### config.mk
export PLATFORM = sky130hd
export DESIGN_NAME = pingpong_wr_ctrl
export DESIGN_NICKNAME = d
export VERILOG_FILES = /design/src/rtl/pingpong_wr_ctrl.sv
export SDC_FILE = /design/constraint.sdc
export NUM_CORES = 1
export LEC_CHECK = 0
export ABC_AREA = 1
export CAP_MARGIN = 20
export CELL_PAD_IN_SITES_DETAIL_PLACEMENT = 2
export CELL_PAD_IN_SITES_GLOBAL_PLACEMENT = 2
export CORE_MARGIN = 2
export CORE_UTILIZATION = 23
export CTS_CLUSTER_DIAMETER = 30
export DETAILED_ROUTE_END_ITERATION = 12
export GPL_TIMING_DRIVEN = 0
export PLACE_DENSITY_LB_ADDON = 0.1
export SYNTH_ARGS = -nofsm -noshare
export SYNTH_HDL_FRONTEND = slang
export SYNTH_SLANG_ARGS = --single-unit
### constraint.sdc
create_clock -name clk -period 1.1 [get_ports clk]
set_input_delay 0.165 -clock clk [delete_from_list [all_inputs] [get_ports clk]]
set_output_delay 0.165 -clock clk [all_outputs]
set_load 0.005 [all_outputs]
### src/rtl/pingpong_wr_ctrl.sv
// Write-side controller for a two-bank (ping-pong) buffer.
// Takes a valid/ready word stream, fills bank 0 and bank 1 in strict
// alternation, drives the demux data/select plus per-bank write strobes,
// and holds each closed bank until the consumer releases it.
module pingpong_wr_ctrl #(
    parameter int WIDTH  = 16,
    parameter int DEPTH  = 16,
    parameter int ADDR_W = 4
) (
    input  logic              clk,
    input  logic              rst_n,
    input  logic              in_valid,
    output logic              in_ready,
    input  logic [WIDTH-1:0]  in_data,
    input  logic              in_last,
    output logic [WIDTH-1:0]  d_out,
    output logic              sel,
    output logic              wr_en0,
    output logic              wr_en1,
    output logic [ADDR_W-1:0] wr_addr,
    output logic [1:0]        full,
    output logic [ADDR_W:0]   cnt0,
    output logic [ADDR_W:0]   cnt1,
    input  logic [1:0]        rd_done
);

    // Address of the last slot in a bank; reaching it closes the bank.
    localparam logic [ADDR_W-1:0] PTR_LAST = ADDR_W'(DEPTH - 1);

    // Registered state and outputs.
    logic              wb_r;
    logic [ADDR_W-1:0] ptr_r;
    logic [1:0]        full_r;
    logic [ADDR_W:0]   cnt0_r;
    logic [ADDR_W:0]   cnt1_r;
    logic [WIDTH-1:0]  d_out_r;
    logic              sel_r;
    logic              wr_en0_r;
    logic              wr_en1_r;
    logic [ADDR_W-1:0] wr_addr_r;

    // Combinational helpers derived from registered state and inputs.
    logic              ready_s;
    logic              accept_s;
    logic              close_s;
    logic [1:0]        close_mask_s;
    logic [1:0]        full_nxt_s;
    logic [ADDR_W:0]   cnt_close_s;

    // The bank being filled is writable as long as the consumer does not own it.
    assign ready_s     = ~full_r[wb_r];
    assign accept_s    = in_valid & ready_s;
    assign close_s     = (ptr_r == PTR_LAST) | in_last;
    assign cnt_close_s = {1'b0, ptr_r} + (ADDR_W + 1)'(1'b1);

    // Next ownership flags: releases clear, a closing accept sets the fill bank.
    // A bank being filled is never full, so a release and a close never target
    // the same bank in one cycle.
    always_comb begin
        close_mask_s = 2'b00;
        if (accept_s && close_s) begin
            close_mask_s = wb_r ? 2'b10 : 2'b01;
        end else begin
            close_mask_s = 2'b00;
        end
        full_nxt_s = (full_r & ~rd_done) | close_mask_s;
    end

    // Write-port datapath: strobes pulse one cycle after accept, data/select/address hold otherwise.
    always_ff @(posedge clk or negedge rst_n) begin
        if (!rst_n) begin
            d_out_r   <= {WIDTH{1'b0}};
            sel_r     <= 1'b0;
            wr_en0_r  <= 1'b0;
            wr_en1_r  <= 1'b0;
            wr_addr_r <= {ADDR_W{1'b0}};
        end else begin
            wr_en0_r <= accept_s & ~wb_r;
            wr_en1_r <= accept_s & wb_r;
            if (accept_s) begin
                d_out_r   <= in_data;
                sel_r     <= wb_r;
                wr_addr_r <= ptr_r;
            end else begin
                d_out_r   <= d_out_r;
                sel_r     <= sel_r;
                wr_addr_r <= wr_addr_r;
            end
        end
    end

    // Bank bookkeeping: fill pointer, active bank, ownership flags and word counts.
    always_ff @(posedge clk or negedge rst_n) begin
        if (!rst_n) begin
            wb_r   <= 1'b0;
            ptr_r  <= {ADDR_W{1'b0}};
            full_r <= 2'b00;
            cnt0_r <= {(ADDR_W + 1){1'b0}};
            cnt1_r <= {(ADDR_W + 1){1'b0}};
        end else begin
            full_r <= full_nxt_s;
            if (accept_s && close_s) begin
                ptr_r <= {ADDR_W{1'b0}};
                wb_r  <= ~wb_r;
                if (wb_r) begin
                    cnt1_r <= cnt_close_s;
                end else begin
                    cnt0_r <= cnt_close_s;
                end
            end else if (accept_s) begin
                ptr_r <= ptr_r + ADDR_W'(1'b1);
            end else begin
                ptr_r <= ptr_r;
            end
        end
    end

    assign in_ready = ready_s;
    assign d_out    = d_out_r;
    assign sel      = sel_r;
    assign wr_en0   = wr_en0_r;
    assign wr_en1   = wr_en1_r;
    assign wr_addr  = wr_addr_r;
    assign full     = full_r;
    assign cnt0     = cnt0_r;
    assign cnt1     = cnt1_r;

endmodule

# [Word level (Yosys, flattened, before mapping)]
# Cells that the tools add are included.
[classes] muxes=6 n_bitwise=9 magnitude_cmp=1 n_reduce_logical=4 addsub=2 eq_ne=1
[ops] operator="$mux 4" n=2
[ops] operator="$add 4x1->5 const B" n=1
[ops] operator="$add 4x1->4 const B" n=1
[ops] operator="$eq 4x4->1 const B" n=1
[ops] operator="$mux 2" n=2
[ops] operator="$reduce_and 2->1" n=2
[ops] operator="$and 1x1->1" n=3
[ops] operator="$and 2x2->2" n=1
[ops] operator="$lt 1x2->1 const B" n=1
[ops] operator="$mux 1" n=2
[ops] operator="$not 1->1" n=2
[ops] operator="$not 2->2" n=1
[ops] operator="$or 2x2->2" n=1
[ops] operator="$reduce_bool 2->1" n=1
[ops] operator="$logic_and 1x1->1" n=1
[ops] operator="$or 1x1->1" n=1
[totals] ff_bits=40 elab_cells=33 out_inout_bits=36 input_bits=22

# [Longest topological paths before layout]
# Gate-level depths: netlist (run 1).
[depth] word_depth=7 mapped_depth=7 ltp_nobuf=6

# [Worst setup path after synthesis (run 1)]
# No wires, ideal clock.
[synth_path] path_kind="register to register" startpoint="reg ptr_r[0]" endpoint="reg ptr_r[2]" stages_incl_launch_ff=7 slack_ns=-0.056 arrival_time_ns=1.091 period_less_slack_ns=1.156 setup_ns=0.065 t_required_ns=1.035 n_path_buf=0 cell_sequence="dfrtp_1 -> ha_1 -> nand3_2 -> nand2_4 -> nor2_1 -> nand2_1 -> nand2_1"
[synth_between] elab_chain_cells=4 elab_cells_between_ends=7 cone_classes="add/sub (1); eq/ne (1); mux (2); bitwise (1); reduce/logical (2)"
[synth_lines] element="start: declaration" line_no="32" source="logic [ADDR_W-1:0] ptr_r;"
[synth_lines] element="start signal: assignment" line_no="96" source="ptr_r <= {ADDR_W{1'b0}};"
[synth_lines] element="start signal: assignment" line_no="103" source="ptr_r <= {ADDR_W{1'b0}};"
[synth_lines] element="start signal: assignment" line_no="111" source="ptr_r <= ptr_r + ADDR_W'(1'b1);"
[synth_lines] element="branches (longest 4 deep; another with $add 4x1->4)"
# Several ways; the timed one is not identified. The select of a mux whose other input is x is not followed.
# A chain may end at the register's enable or synchronous reset.

# [Worst setup path in the final report (run 1)]
[layout_path] startpoint="reg full_r[1] (netlist: full[1])" endpoint="reg d_out_r[10] (netlist: d_out[10])"
[layout_between] elab_chain_cells=4
[layout_lines] element="start: declaration" line_no="33" source="logic [1:0] full_r;"
[layout_lines] element="start signal: assignment" line_no="101" source="full_r <= full_nxt_s;"
[layout_lines] element="$mux 1 (implied by the code) (2 in series)" line_no="51" source="assign ready_s = ~full_r[wb_r];"
[layout_lines] element="$not 1->1" line_no="51"
[layout_lines] element="$and 1x1->1" line_no="52" source="assign accept_s = in_valid & ready_s;"
[layout_lines] element="end signal: assignment" line_no="72" source="d_out_r <= {WIDTH{1'b0}};"
[layout_lines] element="end signal: assignment" line_no="81" source="d_out_r <= in_data;"
[layout_lines] element="end signal: assignment" line_no="85" source="d_out_r <= d_out_r;"
[layout_lines] element="end: declaration" line_no="36" source="logic [WIDTH-1:0] d_out_r;"
# Every way passes these cells. The select of a mux whose other input is x is not followed.

==> results of run 1 <==
==> per-stage QoR <==
stage                     cells  hold slack, ns  power [mW]  setup TNS, ns
after CTS                   373           0.398        5.89          -4.81
after global placement      335           0.457        4.34         -64.65
after global routing        384           0.418        6.76          -7.82
final                       384           0.395        6.26          -4.81
after floorplan             182          -0.131        3.10         -0.152
after detailed placement    336           0.176        4.40         -13.29
==> metal layers <==
layer,routed length (um),part of all wire (%)
met5,0,0
met3,157,2.9
met2,2790,52
met1,2390,45
met4,26,0.48
==> registers in the layout, summed over array words and instances, names as in the netlist, 2 cells and up <==
register  count
cnt0          5
wr_addr       4
cnt1          5
full          2
d_out        16
ptr_r         4
==> kinds of logic after synthesis <==
kind of cell	count (synthesis)	share of synthesized area [%]
simple gates	119	31.7
flops	40	60.6
xor+xnor	1	0.530
compound gates	6	2.04
fa+ha+maj	1	0.757
buf+inv	15	4.39
==> synthesized netlist by cell type, drive strengths merged <==
master / instances
xor2: 1
nand2: 106
nand3: 9
dfrtp: 40
o21ai: 4
nor2: 3
a21oi: 2
ha: 1
buf: 3
nand4: 1
inv: 12
==> how the worst max path moves through the flow <==
stage	startpoint	endpoint	slack, ns	cells past startpoint
after floorplan	ptr_r[0]$_DFFE_PN0P_	cnt0[3]$_DFFE_PN0P_	-0.02	6
after global placement	rst_n	d_out[9]$_DFFE_PN0N_	-1.29	1
after detailed placement	in_valid	cnt0[2]$_DFFE_PN0P_	-0.42	6
after CTS	full[1]$_DFF_PN0_	wr_addr[0]$_DFFE_PN0N_	-0.17	7
after global routing	full[0]$_DFF_PN0_	cnt0[1]$_DFFE_PN0P_	-0.23	8
final	full[1]$_DFF_PN0_	d_out[10]$_DFFE_PN0N_	-0.16	8
==> worst register-to-register path: stages (launching register included) <==
cell,delay (ns)
dfrtp_1,0.40
buf_6,0.13
nand2_4,0.08
nand2_4,0.05
buf_6,0.12
nor2_8,0.15
buf_8,0.15
nand2_1,0.08
nand2_1,0.07
==> cells in the final DEF (no fill, tap or decap), types with 2 or more instances in the layout <==
cell type,synthesis,routed
dfrtp_2,0,2
nand3_4,1,2
buf_6,0,12
nand2_4,3,11
nand2_1,100,76
clkbuf_8,0,6
nand2_8,0,3
inv_1,10,9
clkbuf_2,0,5
buf_2,1,3
clkdlybuf4s15_1,0,28
buf_4,1,28
nand3_2,1,2
nand3_1,7,5
clkdlybuf4s50_1,0,20
dfrtp_1,40,38
nand2_2,3,16
o21ai_2,0,2
==> timing repair <==
item / in CTS / in global routing
endpoints found under the setup margin: 70 / 53
gates cloned: 1 / 0
resized for setup: 94 / 55
hold endpoints to repair: 19 / 0
buffers inserted: 27 / 11
hold buffers: 1 / 0
pin swaps: 8 / 9
==> final cells by class <==
type                    instances  area share [%]
flip-flops and latches         40            33.4
clock buffers                   7            2.88
plain buffers                   3            1.25
inverters                      12            1.75
multi-input cells             127            26.1
repair buffers                 98            30.3
well taps                      96            4.00
clock inverters                 1           0.250
==> power by group through the flow <==
stage | registers, mW | clock network (mW) | logic (mW)
floorplan | 2.29 | 0 | 0.815
global placement | 2.29 | 0 | 2.05
detailed placement | 2.30 | 0 | 2.10
CTS | 2.25 | 1.06 | 2.58
global route | 2.32 | 1.15 | 3.29
finish | 2.26 | 1.03 | 2.97
==> metrics.cfg, run 1 <==
[status]
outcome = finished with violations
violations = setup timing

[final_layout]
diodes = 0
nNetsFinal = 310
multi_input_area_um2 = 783
drive_above_1_share_pct = 36.5
n_fill_cell = 741
syn2layout_area_growth_pct = 81.5
design_area_um2 = 3000
regArea_um2 = 1000
fin_util_pct = 43.7

[cts]
cts_buffers = 5
cts.path.max_buffers = 2
clk_latency_ns = 0.28
cts_tree = yes
cts.htree.levels = 2
clk_pin_slew_ns = 0.09
cts-root-buf = clkbuf_8
clock_sink_count = 40

[logic_synthesis]
syn_inst = 182
ys_seq_area_share_pct = 60.6
synth_area_leaders = dfrtp_1, nand2_1, inv_1, nand3_1, nand2_4
synth_seq_cells = 40
yosysWarningCount = 0
post-synth-top-area-cell = dfrtp_1
synth_top_area_share_pct = 60.6
synth_nets = 205
synth.avg_cell_area_um2 = 9.08
syn-cell-area_um2 = 1650
synth.distinct_cells = 20

[floorplan]
core_area_um2 = 6870
dieArea_um2 = 7880
top_level_ports = 58
die_h_um = 88.8
start_util_pct = 24.1
rows = 30
die_w_um = 88.8

[worst_setup_path]
path_delay_family = simple AND/OR/NAND/NOR gates
path_buf_inv = 3
critical_path_class = reg2reg
worst_setup_path_end_kind = flop
worstReg2RegStart = full[1]$_DFF_PN0_
crit_path_cell_trace = buf_6, nand2_4, nand2_4, buf_6, nor2_8, buf_8, nand2_1, nand2_1
rrSetupSlack_ns = -0.16
cp_slowest_cell = dfrtp_1
critPathArrivalTime_ns = 1.49
worstRegToRegCells = 8
startpoint_type = flop
cp_max_fo = 10
crit_path_max_incr_delay_ns = 0.40
r2r-end = d_out[10]$_DFFE_PN0N_
required_ns = 1.33

[drt]
route.detailed.drc = 0
vias = 1583
viasPerCell = 4.12
drtAntennaViolNets = 0
routed_wl_um = 5370
dr.pass1.iters = 4
first_iter_violations = 52
routedWlPerCell_um = 14.0

[global_routing]
met2_usage_pct = 24.2
grt_max_degree = 22
grt_pass1_wl_um = 8360
antenna_found_initial = 0
grtUsageMet1_pct = 18.0
track_usage_pct = 13.9
use_met3_pct = 2.43
busiest_layer = met2
grt_pass1_vias = 1715
overflow = 0

[placement]
pre_cts_slack_ns = -0.422
dp.final_hpwl_um = 3450
placed_area_um2 = 2390
port_buffers = 57
gp_congestion = 0.712

[timing]
slew_headroom_pct = 64.5
min_period_over_period_pct = 115
rsz0062_at_grt = yes
min_period_ns = 1.26
worst_pin_slew_ns = 0.533
clock.fmax_ghz = 0.791
drv_slew = 0
fin_ws_ns = -0.165
setup-violations-final = 40
skew_ns = 0.00912
finalHoldViolations = 0

[power]
combPwrFrac_pct = 47.5
ir_drop_v = 0.000659
leakage_nw = 1.54
p_sw_mw = 2.18
cellPowerDensity_nw_per_um2 = 2080
power_frac_clock_pct = 16.4
p_sw_share_pct = 34.8
intPower_mw = 4.08
pwr-share-seq_pct = 36.1

[worst_hold_path]
hp-class = in2async

[run]
drv_cap = 0

(Power assumes the default switching activity.)
==> inputs of run 2 (changes only) <==
--- a/config.mk
+++ b/config.mk
@@ -15,6 +15,7 @@
 export DETAILED_ROUTE_END_ITERATION = 12
 export GPL_TIMING_DRIVEN = 0
 export PLACE_DENSITY_LB_ADDON = 0.1
+export SLEW_MARGIN = 0
 export SYNTH_ARGS = -nofsm -noshare
 export SYNTH_HDL_FRONTEND = slang
 export SYNTH_SLANG_ARGS = --single-unit
==> results of run 2 <==
Final layout, timing and power as in run 1 (identical DEF).
==> inputs of run 3 (changes only) <==
--- a/config.mk
+++ b/config.mk
@@ -9,13 +9,13 @@
 export CAP_MARGIN = 20
 export CELL_PAD_IN_SITES_DETAIL_PLACEMENT = 2
 export CELL_PAD_IN_SITES_GLOBAL_PLACEMENT = 2
-export CORE_MARGIN = 2
 export CORE_UTILIZATION = 23
 export CTS_CLUSTER_DIAMETER = 30
 export DETAILED_ROUTE_END_ITERATION = 12
 export GPL_TIMING_DRIVEN = 0
-export PLACE_DENSITY_LB_ADDON = 0.1
+export PLACE_DENSITY = 0.85
 export SLEW_MARGIN = 0
 export SYNTH_ARGS = -nofsm -noshare
 export SYNTH_HDL_FRONTEND = slang
 export SYNTH_SLANG_ARGS = --single-unit
+export TNS_END_PERCENT = 5
==> run 3 against run 2 <==
  * The flow still finishes with violations (setup timing)
  * Fmax is 1.8% lower
  * Clock skew fell by 0.0030 ns
  * Sequential cell count did not move
  * Routed wire length is essentially flat
  * Critical path type unchanged
  * Largest cell class unchanged
  * Highest routed layer unchanged
==> metrics.cfg, run 3 (synthesis gave the netlist of run 1 again) <==
[timing]
worst_pin_slew_ns = 0.526
min_period_over_period_pct = 117
finalHoldViolations = 0
setup-violations-final = 39
rsz0062_at_grt = yes
min_period_ns = 1.29
drv_slew = 0
skew_ns = 0.00616
slew_headroom_pct = 65.0
fin_ws_ns = -0.187
clock.fmax_ghz = 0.777

[drt]
first_iter_violations = 51
vias = 1540
drtAntennaViolNets = 0
routed_wl_um = 5370
routedWlPerCell_um = 14.7
dr.pass1.iters = 4
viasPerCell = 4.21
route.detailed.drc = 0

[worst_setup_path]
path_delay_family = flip-flops
critPathArrivalTime_ns = 1.47
required_ns = 1.28
cp_max_fo = 10
critical_path_class = reg2reg
cp_slowest_cell = dfrtp_1
crit_path_max_incr_delay_ns = 0.44
cpMostUsedCell = nand2_1
rrSetupSlack_ns = -0.19
worst_setup_path_end_kind = flop
path_buf_inv = 3
startpoint_type = flop
crit_path_cell_trace = nand2_2, buf_4, nand3_4, buf_12, buf_8, nand2_1, nand2_1

[placement]
port_buffers = 57
dp.final_hpwl_um = 3500
gp_congestion = 0.722
place_inst = 336

[final_layout]
drive_above_1_share_pct = 27.8
diodes = 0
layout_common_cells = nand2_1, dfrtp_1, clkdlybuf4s15_1, clkdlybuf4s50_1, nand2_2
mostFrequentLayoutCell = nand2_1
regArea_um2 = 1000
n_fill_cell = 746
multi_input_area_um2 = 681
largest_register_ffs = 16
instances_no_fill = 366
nNetsFinal = 293
syn2layout_area_growth_pct = 68.8

[floorplan]
core_area_um2 = 6870
dieArea_um2 = 7530
start_util_pct = 24.1
die_h_um = 86.8
die_w_um = 86.8
top_level_ports = 58
rows = 30

[power]
leakage_nw = 1.41
ir_drop_v = 0.000592
cellPowerDensity_nw_per_um2 = 2080
power_mw = 5.79

[cts]
cts.htree.levels = 2
cts_buffers = 5
clk_latency_ns = 0.29
clk_pin_slew_ns = 0.08
cts.path.max_buffers = 2
clock_sink_count = 40
cts_tree = yes
cts-root-buf = clkbuf_8

[status]
violations = setup timing
outcome = finished with violations

[run]
drv_cap = 0

[global_routing]
grt_max_degree = 22
grt_pass1_vias = 1715
grt_pass1_wl_um = 8220
overflow = 0
track_usage_pct = 14.4
antenna_found_initial = 0

[worst_hold_path]
hp-class = in2async

==> run 3: path summary, 6_finish.rpt <==
check,depth (start not counted),from,end
min in group clk,3,in_data[0],d_out[0]$_DFFE_PN0N_
worst min-delay path,2,rst_n,ptr_r[2]$_DFFE_PN0P_
worst max-delay path,7,wb_r$_DFFE_PN0P_,d_out[5]$_DFFE_PN0N_
worst max register to register,7,wb_r$_DFFE_PN0P_,d_out[5]$_DFFE_PN0N_
worst min register to register,2,cnt0[0]$_DFFE_PN0P_,cnt0[0]$_DFFE_PN0P_
max in group asynchronous,3,rst_n,d_out[3]$_DFFE_PN0N_
==> run 3: area by class of cell <==
type	instances	share of cell area (%)
sequential	40	35.9
multi-input combinational	127	24.4
timing repair buffer	81	29.3
inverter	12	1.70
buffer	3	1.61
clock inverter	1	0.179
clock buffer	6	2.60
tap	96	4.30
==> run 3: worst reg2reg max path: stages, from the launching register on <==
cell     delay [ns]
dfrtp_1        0.44
nand2_2        0.12
buf_4          0.13
nand3_4        0.09
buf_12         0.16
buf_8          0.14
nand2_1        0.06
nand2_1        0.06
==> run 3: layer usage <==
layer	share of wire, %	GRT usage, %	wire [um]	vias up
li1	-	-	-	730
met1	41	17.1	2230	778
met2	55	26.2	2940	30
met3	3.2	2.76	171	2
met4	0.65	4.85	35	0
met5	0	0	0	-
==> run 3: power by group <==
part           switching, mW  total (mW)  leakage (nW)  internal (mW)
combinational           1.18        2.58         0.862           1.40
clock                  0.512       0.944        0.0410          0.432
sequential             0.329        2.26         0.512           1.94
==> run 3: timing repair <==
action / in CTS / in global routing
gates resized for setup: 81 / 39
setup buffers: 15 / 6
cloned: 0 / 1
endpoints found under the setup margin: 69 / 48
pin swaps: 7 / 7
endpoints found under the hold margin: 19 / 0
hold buffers: 1 / 0
==> run 3: through the flow <==
stage | util (%) | instance area [um2] | setup slack [ns] | hold WS [ns] | TNS, ns
finish | 40.6 | 2790 | -0.187 | 0.394 | -5.66
global route | 40.6 | 2790 | -0.243 | 0.418 | -8.27
CTS | 38.4 | 2640 | -0.185 | 0.401 | -4.75
detailed placement | 34.8 | 2390 | -0.400 | 0.175 | -12.63
global placement | 34.4 | 2370 | -1.26 | 0.458 | -62.93
floorplan | - | 1680 | -0.0161 | -0.131 | -0.152
==> edit 1, RTL diff (flow settings as in run 1) <==
Reset style: synchronous (`rst_n`), changed in 2 clocked blocks.
--- a/src/rtl/pingpong_wr_ctrl.sv
+++ b/src/rtl/pingpong_wr_ctrl.sv
@@ -67,7 +67,7 @@
     end
 
     // Write-port datapath: strobes pulse one cycle after accept, data/select/address hold otherwise.
-    always_ff @(posedge clk or negedge rst_n) begin
+    always_ff @(posedge clk) begin
         if (!rst_n) begin
             d_out_r   <= {WIDTH{1'b0}};
             sel_r     <= 1'b0;
@@ -90,7 +90,7 @@
     end
 
     // Bank bookkeeping: fill pointer, active bank, ownership flags and word counts.
-    always_ff @(posedge clk or negedge rst_n) begin
+    always_ff @(posedge clk) begin
         if (!rst_n) begin
             wb_r   <= 1'b0;
             ptr_r  <= {ADDR_W{1'b0}};
Behaviour: differs if rst_n is asserted again (counterexample within 4 cycles, from zero or initial values and one cycle with rst_n low); with rst_n held inactive, the same outputs for 10 cycles.
==> edit 1 against run 1 <==
- routed wire length grew 17%
- worst hold slack worse by 0.12 ns
- final area down 0.50%
- fmax up 0.70%
- sequential cell count did not move
- non-clock buffer count is 11 lower
- area after synthesis decreased by 2.7%
- cell count grew 2.3%
- the run still ends with negative setup slack left
- critical path depth is 3 lower
- critical endpoint is now in_ready
- setup slack better by 0.0088 ns
Power is not compared: it rests on default switching activity, and its combinational part moved more than twofold at a synthesized area within 25%.
==> edit 1: results (changes against run 1) <==
stage,metric,value,unit,change
layout,#MultiIn Comb,143,,was 127
global_routing,Global Route met1 Usage,20.9,%,was 18.0%
status,status,finished with violations,,unchanged
logic_synthesis,XOR/XNOR Fraction of Synth Area,0.545,%,was 0.530%
global_routing,largest net degree at the start of global routing,12,,was 22
logic_synthesis,unique cell type count in the Yosys netlist,22,,was 20
logic_synthesis,"Avg Cell Area, Syn",7.66,um2,was 9.08 um2
global_routing,met3 usage,3.11,%,was 2.43%
global_routing,total routing usage reported by global routing,16.5,%,was 13.9%
layout,layout cells sized above 1,50.2,%,was 36.5%
status,failing checks,negative setup slack,,unchanged
place,# port buffers,56,,was 57
layout,sequential cells,40,,unchanged
logic_synthesis,synth cell count leaders,"nand2_1, dfxtp_1, a21oi_1, nand3_1, nor2_1",,"was nand2_1, dfrtp_1, inv_1, nand3_1, o21ai_0"
place,placer congestion estimate,0.698,,was 0.712
logic_synthesis,register area share after synthesis,49.8,%,was 60.6%
global_routing,met2 GRT Util,29.2,%,was 24.2%
layout,Fill cells,751,,was 741
timing,"Setup violations, final",38,,was 40
layout,Clock-cell share,2.60,%,was 3.13%
logic_synthesis,Area contributors post-synth,"dfxtp_1, nand2_1, a21oi_1",,"was dfrtp_1, nand2_1, inv_1"
global_routing,global-route wire length before repair,9.78,mm,was 8.36 mm
logic_synthesis,Mapped Nets,233,,was 205
clock_tree,clock latency on the worst-skew pair,0.30,ns,was 0.28 ns
layout,Non-clk bufs,90,,was 101
logic_synthesis,Synth Area in Adders,0.778,%,was 0.757%
worst_setup_path,"delay-heaviest family, CP",flip-flops,,was simple AND/OR/NAND/NOR gates
logic_synthesis,post-synthesis compound-gate area fraction,9.34,%,was 2.04%
layout,clock buffers,6,,was 7
timing,final worst slack,-0.156,ns,was -0.165 ns
place,dpl ws,-0.492,ns,was -0.422 ns
layout,area of the multi-input gates,1020,um2,was 783 um2
layout,Seq area share,28.2,%,was 33.4%
worst_setup_path,Crit-path slowest cell,dfxtp_2,,was dfrtp_1
routing,met2 WL,3.32,mm,was 2.79 mm
timing,Slew @ Worst Pin,0.507,ns,was 0.533 ns
clock_tree,CTS resizes,130,,was 94
routing,Avg WL per Cell,16.0,um,was 14.0 um
routing,WL final,6.27,mm,was 5.37 mm
global_routing,vias in the first global route,1888,,was 1715
==> edit 1: power groups by stage <==
stage	Clock, mW	Combinational (mW)	Sequential (mW)
global placement	0	0.576	1.61
floorplan	0	0.270	1.61
CTS	0.991	0.772	1.58
finish	0.962	0.829	1.60
detailed placement	0	0.584	1.62
global route	1.05	0.906	1.61
==> edit 1: worst paths after layout <==
| check | startpoint | to | slack [ns] |
|---|---|---|---|
| setup reg to reg | wb_r | ptr_r[2] | -0.14 |
| hold / removal | in_valid | wr_en0 | 0.28 |
| setup / recovery | wb_r | in_ready | -0.16 |
| hold reg to reg | d_out[1] | d_out[1] | 0.45 |
==> edit 1: metrics by stage <==
step                hold slack (ns)  setup TNS [ns]  power [mW]  area, um2
floorplan                     0.325               0        1.88       1620
global placement              0.435          -12.35        2.19       2300
global route                  0.277           -5.78        3.56       2990
CTS                           0.256           -3.70        3.35       2810
detailed placement            0.456          -12.59        2.20       2300
finish                        0.276           -3.38        3.39       2990
==> edit 2, RTL diff (settings of run 1) <==
Made on the original files. Set the parameter `WIDTH` to 14 (it was 16).
--- a/src/rtl/pingpong_wr_ctrl.sv
+++ b/src/rtl/pingpong_wr_ctrl.sv
@@ -3,7 +3,7 @@
 // alternation, drives the demux data/select plus per-bank write strobes,
 // and holds each closed bank until the consumer releases it.
 module pingpong_wr_ctrl #(
-    parameter int WIDTH  = 16,
+    parameter int WIDTH  = 14,
     parameter int DEPTH  = 16,
     parameter int ADDR_W = 4
 ) (
Ports: changed (resized d_out and in_data); port bits go from 58 to 54. No check against the original RTL was run, so the function may have changed too.
==> edit 2 against run 1 <==
- the flow finishes with violations (negative hold slack, negative setup slack)
- highest routed layer unchanged
- final area is 10% lower
- total power is 6.5% lower
- sequential cell count is 2 lower
- routed wire length is 4.0% lower
- area after synthesis is 7.7% lower
- sequential power is 4% lower
- largest cell class unchanged
- non-clock buffer count is 15 lower
- global-route usage is 0.64 points higher
- register-to-register slack better by 0.02 ns
- core utilization is 1.4 points lower
- via count is 7.0% lower
- setup slack worse by 0.0013 ns
- count of clock-buffer cells in the layout stayed put
==> edit 2: results (changes against run 1) <==
stage,metric,value,unit,change
timing,Post-Route Skew,0.00866,ns,was 0.00912 ns
routing,Metal-1 WL,2.17,mm,was 2.39 mm
timing,final worst slack,-0.166,ns,was -0.165 ns
timing,"Setup violations, final",38,,was 40
timing,"Hold Vio Cnt, Final",9,,was 0
routing,first-pass iteration count of the detailed router,2,,was 4
timing,Fin Hold WS,-0.0113,ns,was 0.395 ns
timing,sum of negative setup slack,-4.07,ns,was -4.81 ns
logic_synthesis,register area share after synthesis,62.3,%,was 60.6%
status,status,finished with violations,,unchanged
layout,layout cells sized above 1,40.8,%,was 36.5%
status,failing checks,"negative hold slack, negative setup slack",,was negative setup slack
routing,met2 WL,2.70,mm,was 2.79 mm
routing,WL met3,220,um,was 157 um
logic_synthesis,Area contributors post-synth,"dfrtp_1, nand2_1, inv_1",,unchanged
pwr,worst ir drop on vdd,0.758,mV,was 0.659 mV
place,dpl ws,-0.394,ns,was -0.422 ns
place,placer congestion estimate,0.766,,was 0.712
layout,number of flip-flops in the largest register,14,,was 16
global_routing,largest net degree at the start of global routing,39,,was 22
worst_setup_path,max incr delay on CP,0.44,ns,was 0.40 ns
routing,vias,1472,,was 1583
global_routing,total routing usage reported by global routing,14.6,%,was 13.9%
logic_synthesis,synth cell count leaders,"nand2_1, dfrtp_1, inv_1, nand3_1, o21ai_0",,unchanged
routing,Avg WL per Cell,15.1,um,was 14.0 um
logic_synthesis,Mapped Nets,195,,was 205
routing,Initial DRC Count,28,,was 52
global_routing,vias in the first global route,1673,,was 1715
timing,Slew headroom,40.6,%,was 64.5%
worst_setup_path,CP Launch Point,wb_r,,was full[1]
## edit 2: path summary, 6_finish.rpt
| check | to | slack [ns] | cells past startpoint |
|---|---|---|---|
| min in group clk | d_out[0] | 0.42 | 3 |
| worst min-delay path | full[0] | -0.01 | 1 |
| worst max-delay path | in_ready | -0.17 | 4 |
| worst min register to register | cnt0[2] | 0.48 | 2 |
| max in group asynchronous | ptr_r[2] | 0.48 | 1 |
| worst max register to register | ptr_r[3] | -0.14 | 7 |
## edit 2: per-layer routing
layer / global-route usage [%] / vias up
li1: - / 716
met1: 18.0 / 714
met2: 25.0 / 36
met3: 3.40 / 6
met4: 4.76 / 0
met5: 0 / -
## edit 2: per-stage QoR
step	cells	util (%)
floorplan	174	-
global placement	304	34.3
detailed placement	304	34.2
CTS	336	40.6
global route	342	42.2
finish	342	42.2
## edit 2: logic make-up after synthesis
logic type	synth area share, %
simple gates	29.9
flops	62.3
buf+inv	4.35
compound gates	1.97
xor+xnor	0.574
fa+ha+maj	0.820
## edit 2: repair_timing
item                                    in CTS  in global routing
pin swaps                                   10                 14
endpoints found under the setup margin      67                 48
cloned                                       2                  0
buffers inserted                            22                  6
resized for setup                          113                 43
## edit 2: worst max-delay path: cells and delay by family (launching register included)
kind,cells,cell delay [ns]
and+or+nand+nor,2,0.23
DFF,1,0.44
buffers and inverters,2,0.14
## edit 2: final cells by class
class                   count  area, um2  share of cell area (%)
flip-flops and latches     38        952                    35.3
well taps                  77       96.3                    3.57
inverters                  12       52.6                    1.95
repair buffers             83        727                    26.9
clock buffers               7       86.3                    3.20
plain buffers               3       33.8                    1.25
clock inverters             1       5.00                   0.186
multi-input cells         121        744                    27.6
## edit 2: where the power goes
group          switching [mW]  leakage (nW)  internal [mW]
clock                   0.499        0.0482          0.506
sequential              0.325         0.486           1.84
combinational            1.25         0.846           1.42
